[config.mk]
export PLATFORM = sky130hd
export DESIGN_NAME = frame_sequencer
export DESIGN_NICKNAME = d
export VERILOG_FILES = /design/src/rtl/frame_sequencer_pkg.sv /design/src/rtl/frame_sequencer_vsync_edge.sv /design/src/rtl/frame_sequencer.sv
export SDC_FILE = /design/constraint.sdc
export NUM_CORES = 1
export LEC_CHECK = 0
export BUFFER_PORTS_ARGS = -buffer_cell sky130_fd_sc_hd__buf_2
export CAP_MARGIN = 0
export CORE_UTILIZATION = 53
export CTS_BUF_LIST = sky130_fd_sc_hd__clkbuf_2 sky130_fd_sc_hd__clkbuf_4 sky130_fd_sc_hd__clkbuf_8
export CTS_CLUSTER_DIAMETER = 50
export DETAILED_ROUTE_END_ITERATION = 10
export GPL_TIMING_DRIVEN = 0
export PLACE_DENSITY = 0.76
export RECOVER_POWER = 50
export SKIP_LAST_GASP = 1
export SLEW_MARGIN = 20
export SYNTH_ARGS = -nofsm -noshare
export SYNTH_HDL_FRONTEND = slang
export SYNTH_SLANG_ARGS = --single-unit
[constraint.sdc]
create_clock -name clk -period 1.7 [get_ports clk]
set_clock_uncertainty 0.05 [all_clocks]
set_input_delay 0.17 -clock clk [delete_from_list [all_inputs] [get_ports clk]]
set_output_delay 0.17 -clock clk [all_outputs]
set_load 0.02 [all_outputs]
[src/rtl/frame_sequencer_pkg.sv]
// Shared constants and state encoding for the double-buffered frame sequencer.
package frame_sequencer_pkg;

    localparam int         DEF_PX_WIDTH  = 160;
    localparam int         DEF_PX_HEIGHT = 120;
    localparam int         DEF_ADDR_W    = 16;
    localparam logic [2:0] DEF_BG_CODE   = 3'b000;
    localparam int         DEF_TIMEOUT   = 200000;

    typedef enum logic [2:0] {
        FS_IDLE    = 3'd0,
        FS_CLEAR   = 3'd1,
        FS_START   = 3'd2,
        FS_DRAW    = 3'd3,
        FS_WAIT_VB = 3'd4,
        FS_SWAP    = 3'd5
    } fs_state_t;

endpackage

[src/rtl/frame_sequencer_vsync_edge.sv]
// Brings the asynchronous active-low vsync into the clk domain and flags the start
// of vertical blank as a one-cycle pulse on the synchronised falling edge.
module vsync_edge (
    input  logic clk,
    input  logic clr,
    input  logic vsync,
    output logic vblank_start
);

    // Two synchroniser stages plus one history stage for the edge compare
    logic [2:0] sync_r;

    // Shift vsync through the synchroniser chain
    always_ff @(posedge clk or posedge clr) begin
        if (clr) begin
            sync_r <= 3'b000;
        end else begin
            sync_r <= {sync_r[1:0], vsync};
        end
    end

    // Resetting to 0 means the first idle-high vsync is seen as a rise, never a fall
    assign vblank_start = sync_r[2] & ~sync_r[1];

endmodule

[src/rtl/frame_sequencer.sv]
// Per-frame sequencer: clears the back buffer, starts the renderer, waits for it,
// then swaps front/back banks on the next vertical blank.
module frame_sequencer
    import frame_sequencer_pkg::*;
#(
    parameter int         PX_WIDTH  = DEF_PX_WIDTH,
    parameter int         PX_HEIGHT = DEF_PX_HEIGHT,
    parameter int         ADDR_W    = DEF_ADDR_W,
    parameter logic [2:0] BG_CODE   = DEF_BG_CODE,
    parameter int         TIMEOUT   = DEF_TIMEOUT
) (
    input  logic              clk,
    input  logic              clr,
    input  logic              frame_tick,
    input  logic              vsync,
    input  logic              render_done,
    output logic              render_start,
    output logic              clr_we,
    output logic [ADDR_W-1:0] clr_addr,
    output logic [2:0]        clr_data,
    output logic              front_sel,
    output logic              busy,
    output logic [15:0]       frame_cnt,
    output logic              overrun,
    output logic              render_err
);

    localparam int                NPIX      = PX_WIDTH * PX_HEIGHT;
    localparam logic [ADDR_W-1:0] LAST_ADDR = ADDR_W'(NPIX - 1);
    localparam int                TO_W      = (TIMEOUT > 1) ? $clog2(TIMEOUT) : 1;
    localparam logic [TO_W-1:0]   TO_LAST   = TO_W'(TIMEOUT - 1);

    fs_state_t         state_r;
    fs_state_t         state_s;
    logic              vblank_start_s;
    logic              consume_s;
    logic              pending_r;
    logic [ADDR_W-1:0] clr_addr_r;
    logic [TO_W-1:0]   to_cnt_r;
    logic              clr_we_r;
    logic              render_start_r;
    logic              busy_r;
    logic              front_sel_r;
    logic [15:0]       frame_cnt_r;
    logic              overrun_r;
    logic              render_err_r;

    vsync_edge u_vsync_edge (
        .clk          (clk),
        .clr          (clr),
        .vsync        (vsync),
        .vblank_start (vblank_start_s)
    );

    assign consume_s = (state_r == FS_IDLE) && pending_r;

    // Next-state decode
    always_comb begin
        state_s = state_r;
        case (state_r)
            FS_IDLE: begin
                if (pending_r) state_s = FS_CLEAR;
                else           state_s = FS_IDLE;
            end
            FS_CLEAR: begin
                if (clr_addr_r == LAST_ADDR) state_s = FS_START;
                else                         state_s = FS_CLEAR;
            end
            FS_START: state_s = FS_DRAW;
            FS_DRAW: begin
                if (render_done || (to_cnt_r == TO_LAST)) state_s = FS_WAIT_VB;
                else                                      state_s = FS_DRAW;
            end
            FS_WAIT_VB: begin
                if (vblank_start_s) state_s = FS_SWAP;
                else                state_s = FS_WAIT_VB;
            end
            FS_SWAP: state_s = FS_IDLE;
            default: state_s = FS_IDLE;
        endcase
    end

    // State register and per-state outputs, registered from the next state
    always_ff @(posedge clk or posedge clr) begin
        if (clr) begin
            state_r        <= FS_IDLE;
            clr_we_r       <= 1'b0;
            render_start_r <= 1'b0;
            busy_r         <= 1'b0;
        end else begin
            state_r        <= state_s;
            clr_we_r       <= (state_s == FS_CLEAR);
            render_start_r <= (state_s == FS_START);
            busy_r         <= (state_s != FS_IDLE);
        end
    end

    // Clear address, render timeout counter and the sticky timeout flag
    always_ff @(posedge clk or posedge clr) begin
        if (clr) begin
            clr_addr_r   <= '0;
            to_cnt_r     <= '0;
            render_err_r <= 1'b0;
        end else begin
            if (state_r == FS_IDLE) begin
                clr_addr_r <= '0;
            end else if ((state_r == FS_CLEAR) && (clr_addr_r != LAST_ADDR)) begin
                clr_addr_r <= clr_addr_r + ADDR_W'(1);
            end
            if (state_r == FS_START) begin
                to_cnt_r <= '0;
            end else if (state_r == FS_DRAW) begin
                to_cnt_r <= to_cnt_r + TO_W'(1);
            end
            if ((state_r == FS_DRAW) && !render_done && (to_cnt_r == TO_LAST)) begin
                render_err_r <= 1'b1;
            end
        end
    end

    // Bank swap and completed-frame count, updated as SWAP is entered
    always_ff @(posedge clk or posedge clr) begin
        if (clr) begin
            front_sel_r <= 1'b0;
            frame_cnt_r <= 16'd0;
        end else if (state_s == FS_SWAP) begin
            front_sel_r <= ~front_sel_r;
            frame_cnt_r <= frame_cnt_r + 16'd1;
        end
    end

    // One-deep tick request; a tick arriving while one is still queued is lost
    always_ff @(posedge clk or posedge clr) begin
        if (clr) begin
            pending_r <= 1'b0;
            overrun_r <= 1'b0;
        end else if (frame_tick) begin
            pending_r <= 1'b1;
            if (pending_r && !consume_s) overrun_r <= 1'b1;
        end else if (consume_s) begin
            pending_r <= 1'b0;
        end
    end

    assign render_start = render_start_r;
    assign clr_we       = clr_we_r;
    assign clr_addr     = clr_addr_r;
    assign clr_data     = BG_CODE;
    assign front_sel    = front_sel_r;
    assign busy         = busy_r;
    assign frame_cnt    = frame_cnt_r;
    assign overrun      = overrun_r;
    assign render_err   = render_err_r;

endmodule

==> results of run 1 <==
==> timing repair <==
action                                  in CTS  in global routing
hold buffers                                 3                  0
endpoints found under the setup margin      45                 39
buffers inserted                            18                 12
pin swaps                                   14                 23
gates resized for setup                     34                 35
hold endpoints to repair                    31                  0
==> worst min-delay path, cell delays in order <==
cell and delay (ps):
buf_2 110, nor2_1 50, a21o_1 160
==> cell usage after synthesis (2+ instances only) <==
cell	number	share of area [%]
dfrtp_1	63	52
nor2_1	31	3.8
nand2_1	28	3.5
nand3_1	26	4.3
xnor2_1	18	5.2
xor2_1	15	4.3
o21ai_0	13	2.1
nand4_1	12	2.5
and3_1	10	2.1
nor3_1	8	1.3
clkbuf_1	7	0.87
inv_1	7	0.87
a21oi_1	6	0.99
o22ai_1	4	0.83
a21o_1	3	0.74
and2_1	3	0.62
buf_4	3	0.74
ha_1	3	1.2
mux2i_1	3	0.99
o211ai_1	3	0.74
and4_1	2	0.58
buf_2	2	0.33
nor2b_1	2	0.41
nor4_1	2	0.41
nor4b_1	2	0.58
nor4bb_1	2	0.66
o21a_1	2	0.50
o31ai_1	2	0.50
or3_1	2	0.41
==> power groups by stage <==
stage	Combinational (mW)	Clock [mW]	Sequential (mW)
after floorplan	0.212	0	1.76
after global placement	0.407	0	1.69
after detailed placement	0.423	0	1.69
after CTS	0.454	1.32	1.67
after global routing	0.520	1.39	1.68
final	0.469	1.31	1.67
==> routing by layer <==
metal  share of wire [%]  global-route usage (%)  up-vias  wire length [um]
li1                    -                       -     1235                 -
met1                  44                    33.2     1329              3250
met2                  50                    42.7       76              3730
met3                 3.8                    3.53       23               282
met4                 2.7                    13.6        0               201
met5                   0                       0        -                 0
==> per-stage QoR <==
| stage | utilization, % | total power [mW] | area (sq um) | instances |
|---|---|---|---|---|
| finish | 74.4 | 3.45 | 4100 | 466 |
| global route | 74.4 | 3.59 | 4100 | 466 |
| CTS | 71.2 | 3.44 | 3920 | 455 |
| detailed placement | 62.1 | 2.11 | 3420 | 420 |
| global placement | 61.7 | 2.10 | 3400 | 419 |
| floorplan | - | 1.97 | 3100 | 305 |
==> kinds of logic (layout without fill, tap and decap cells) <==
| kind of cell | count (synthesis) | count (layout) | share of synthesized area (%) |
|---|---|---|---|
| AOI/OAI and AO/OA | 40 | 40 | 8.87 |
| xor gates and xnor gates | 33 | 33 | 9.53 |
| adders and majority gates | 3 | 3 | 1.24 |
| buffers and inverters | 19 | 108 | 2.81 |
| DFF | 63 | 63 | 52.0 |
| muxes | 3 | 3 | 0.991 |
| other | 1 | 3 | 0.124 |
| and+or+nand+nor | 141 | 141 | 24.4 |
==> area by class of cell <==
class,count,share of cell area (%)
repair buffers,76,11.1
flip-flops and latches,63,38.7
multi-input cells,223,40.8
inverters,7,0.733
plain buffers,9,1.62
clock inverters,4,1.10
clock buffers,12,3.73
well taps,72,2.20
==> path summary, 6_finish.rpt <==
path / startpoint / end / slack [ps] / cells after the start
worst max-delay path: state_r[0] / frame_cnt[13] / -90 / 5
worst min-delay path: render_done / render_err / 140 / 3
worst max register to register: state_r[0] / frame_cnt[13] / -90 / 5
worst min register to register: u_vsync_edge.sync_r[0] / u_vsync_edge.sync_r[1] / 300 / 0
max in group asynchronous: clr / state_r[0] / 260 / 4
min in group asynchronous: clr / to_cnt_r[8] / 410 / 3
==> state kept, by name (all words and copies together) (netlist names) <==
register and cells:
to_cnt_r 18, clr_addr 16, frame_cnt 16, state_r 3, u_vsync_edge.sync_r 3, busy 1
clr_we 1, front_sel 1, overrun 1, pending_r 1, render_err 1, render_start 1
==> qor.yml, run 1 <==
seqPwrFrac_pct: 48.4
fp.dieH_um: 77.6
dpl_worst_slack_ps: -246
synth-async-reset-ratio_pct: 100
fmax_mhz: 558
grt_overflow: 0
layout-drive-gt1-share_pct: 30.5
max_stage_delay_ps: 440
syn_area_per_cell_sq_um: 10.0
drt-total-wl_um: 7470
maxCapViolCount: 0
ir_drop_v: 0.000665
cts_buffers: 9
dieWidth_um: 77.6
ant_nets: 0
port_buffers: 42
worstPathArrival_ps: 2010
insertion_delay_ps: 340
synth.ff_latch_count: 63
grt_pass1_wl_um: 11900
initial_core_util_pct: 55.1
avgRoutedWirePerCell_um: 16.0
cts.sinks: 63
synth-main-ff-cell: "dfrtp_1"
antenna_found_initial: 0
drt_pass1_iterations: 4
setup-violations-final: 15
fin_crit_sh_pct: 106
fin_tns_setup_ps: -723
p_leak_nw: 1.82
diodes: 0
p_switching_mw: 0.960
htree_levels: 3
final_cell_mix: "dfrtp_1, clkbuf_1, buf_4, nand2_1, nor2_1"
synth_warnings: 0
worstPathRequired_ps: 1920
grt_max_degree: 35
cp_slowest_cell: "dfrtp_2"
rsz0062_at_grt: "true"
grtUsageTotal_pct: 25.9
layout_min_cycle_time_ps: 1790
fill_cells: 352
whs_ps: 136
min-delay-path-class: "primary input to flop"
fin_ws_ps: -93.6
worstMarginPinSlew_ps: 645
ys_seq_area_share_pct: 52.0
p_int_mw: 2.49
hold_violations: 0
core_area_sq_um: 5510
via_per_inst: 5.71
path_cells: "or3b_4 -> a221oi_4 -> nand2_2 -> nor4b_4 -> xor2_1"
drv_slew: 0
comb_power_share_pct: 13.6
synth_edf_count: 0
critPathCaptureType: "flop"
nNetsFinal: 397
hpwl_um: 4460
status: "complete, but fails checks"
rows: 27
violations: "negative setup slack"
die_area_sq_um: 6030
start_kind: "flop"
crit_family: "simple AND/OR/NAND/NOR gates"
dr_total_vias: 2663
cts_tree: "yes"
p_per_area_nw_per_um2: 842
path_clk_slew_ps: 70
place_congestion: 0.836
ys_types: 48
synth_cells: 303
cp_num_buf_inv: 0
multi_input_area_sq_um: 1670
layout_commonest_cell: "dfrtp_1"
sw_frac_of_total_pct: 27.8
grt_pass1_vias: 2500
clockRootBuffer: "clkbuf_8"
p_clk_share_pct: 38.0
ctsLongestPathBuffers: 2
area_growth_syn_to_layout_pct: 35.1
ff_latch_area_sq_um: 1590
drtIter0Drc: 285
crit_type: "flop to flop"
syn_area_sq_um: 3030
num_io_pins: 46
slew_headroom_pct: 56.9
cp_max_fo: 6
drcViolationCount: 0
(Power assumes the default switching activity.)
==> run 2: changes to the inputs <==
Settings changed: REMOVE_ABC_BUFFERS from default to 1, SLEW_MARGIN 20 to default.
==> run 2 against run 1 <==
Largest cell class unchanged. The flow still finishes with violations (negative setup slack). Routed wire length is 0.25% lower. Fmax fell by 3.7%. Count of clock-buffer cells in the layout rose by 2. Register-to-register slack got worse by 70 ps.
==> qor.yml, run 2 (synthesis gave the netlist of run 1 again) <==
total_power_mw: 3.45
place_congestion: 0.800
antenna_found_initial: 0
layout_commonest_cell: "dfrtp_1"
port_buffers: 42
layout.cells.non_filler: 458
post-place-cells: 408
grt_pass1_wl_um: 11900
start_kind: "flop"
drt_pass1_iterations: 4
reg2reg_depth: 7
regMostFlops: "to_cnt_r"
layout_min_cycle_time_ps: 1860
reg2reg_to: "frame_cnt[9]"
cts_tree: "yes"
clockRootBuffer: "clkbuf_8"
via_per_inst: 5.78
area_growth_syn_to_layout_pct: 31.8
initial_core_util_pct: 55.1
status: "complete, but fails checks"
min-delay-path-class: "primary input to flop"
worstPathRequired_ps: 1870
max_stage_delay_ps: 390
postLayoutCellArea_sq_um: 4000
dpl_worst_slack_ps: -503
die_area_sq_um: 6030
fill_cells: 387
grtUsageTotal_pct: 25.1
ant_nets: 0
num_io_pins: 46
min_from: "render_done"
drcViolationCount: 0
hold_violations: 0
p_per_area_nw_per_um2: 865
grt_overflow: 0
worstPathArrival_ps: 2040
dr_total_vias: 2649
core_area_sq_um: 5510
dieWidth_um: 77.6
fin_crit_sh_pct: 110
cts.sinks: 63
drt-total-wl_um: 7450
nNetsFinal: 391
critPathCaptureType: "flop"
hold_path_depth: 3
maxCapViolCount: 0
rows: 27
cp_slowest_cell: "dfrtp_1"
hpwl_um: 4170
crit_type: "flop to flop"
largest_reg_flops: 18
cp_max_fo: 6
grt_pass1_vias: 2538
path_cells: "ha_1 -> nand4_1 -> o21ai_4 -> buf_4 -> buf_6 -> nand3_2 -> xnor2_1"
htree_levels: 3
slew_headroom_pct: 55.6
drtIter0Drc: 231
p_leak_nw: 1.76
avgRoutedWirePerCell_um: 16.3
fin_tns_setup_ps: -1910
path_clk_slew_ps: 70
fmax_mhz: 537
layout-drive-gt1-share_pct: 27.2
ff_latch_area_sq_um: 1580
insertion_delay_ps: 330
ir_drop_v: 0.000752
fp.dieH_um: 77.6
diodes: 0
reg2reg_from: "to_cnt_r[0]"
cts_buffers: 9
worstMarginPinSlew_ps: 665
placed_area_sq_um: 3300
grt_max_degree: 34
drv_slew: 0
setup-violations-final: 20
fin_ws_ps: -163
fin_util_pct: 72.6
multi_input_area_sq_um: 1640
final_cell_mix: "dfrtp_1, buf_4, clkbuf_1"
violations: "negative setup slack"
r2r_slack_ps: -160
ctsLongestPathBuffers: 2
min_to: "render_err"
whs_ps: 149
rsz0062_at_grt: "true"
[run 2: layout make-up]
class,instances,share of cell area (%)
flip-flops and latches,63,39.6
clock buffers,14,4.67
well taps,72,2.25
repair buffers,79,11.8
multi-input cells,223,41.0
inverters,7,0.658
[run 2: worst max-delay path, delay by kind of cell, from the launching register on]
| family | cells | cell delay [ps] |
|---|---|---|
| buffers and inverters | 2 | 240 |
| flip-flops | 1 | 390 |
| adder cells (fa/ha/maj) | 1 | 300 |
| AND/OR/NAND/NOR | 2 | 330 |
| XOR/XNOR | 1 | 140 |
| AO/OA/AOI/OAI | 1 | 290 |
[run 2: repair_timing]
action | in CTS | in global routing
setup endpoints to repair | 42 | 37
buffers inserted | 22 | 12
hold buffers | 3 | 0
pin swaps | 16 | 17
gates resized for setup | 26 | 34
hold endpoints to repair | 32 | 0
[run 2: worst max path at each step]
stage / cells past startpoint / to / slack [ps] / start
after floorplan: 5 / frame_cnt[13] / -180 / state_r[0]
after global placement: 2 / to_cnt_r[14] / -850 / clr
after detailed placement: 5 / clr_addr[5] / -500 / state_r[0]
after CTS: 5 / frame_cnt[13] / -60 / state_r[0]
after global routing: 7 / frame_cnt[9] / -250 / to_cnt_r[7]
final: 7 / frame_cnt[9] / -160 / to_cnt_r[0]
[run 2: power by group]
| part | leakage (nW) | switching (mW) | total [mW] | internal [mW] |
|---|---|---|---|---|
| Combinational | 0.833 | 0.346 | 0.548 | 0.203 |
| Clock | 0.0981 | 0.556 | 1.25 | 0.691 |
| Sequential | 0.825 | 0.0873 | 1.66 | 1.57 |
| Total | 1.76 | 0.989 | 3.45 | 2.47 |
[run 2: metal layers]
metal	wire (um)	GRT usage [%]
met4	136	8.11
met2	3720	40.2
met3	290	5.53
met1	3300	33.9
met5	0	0
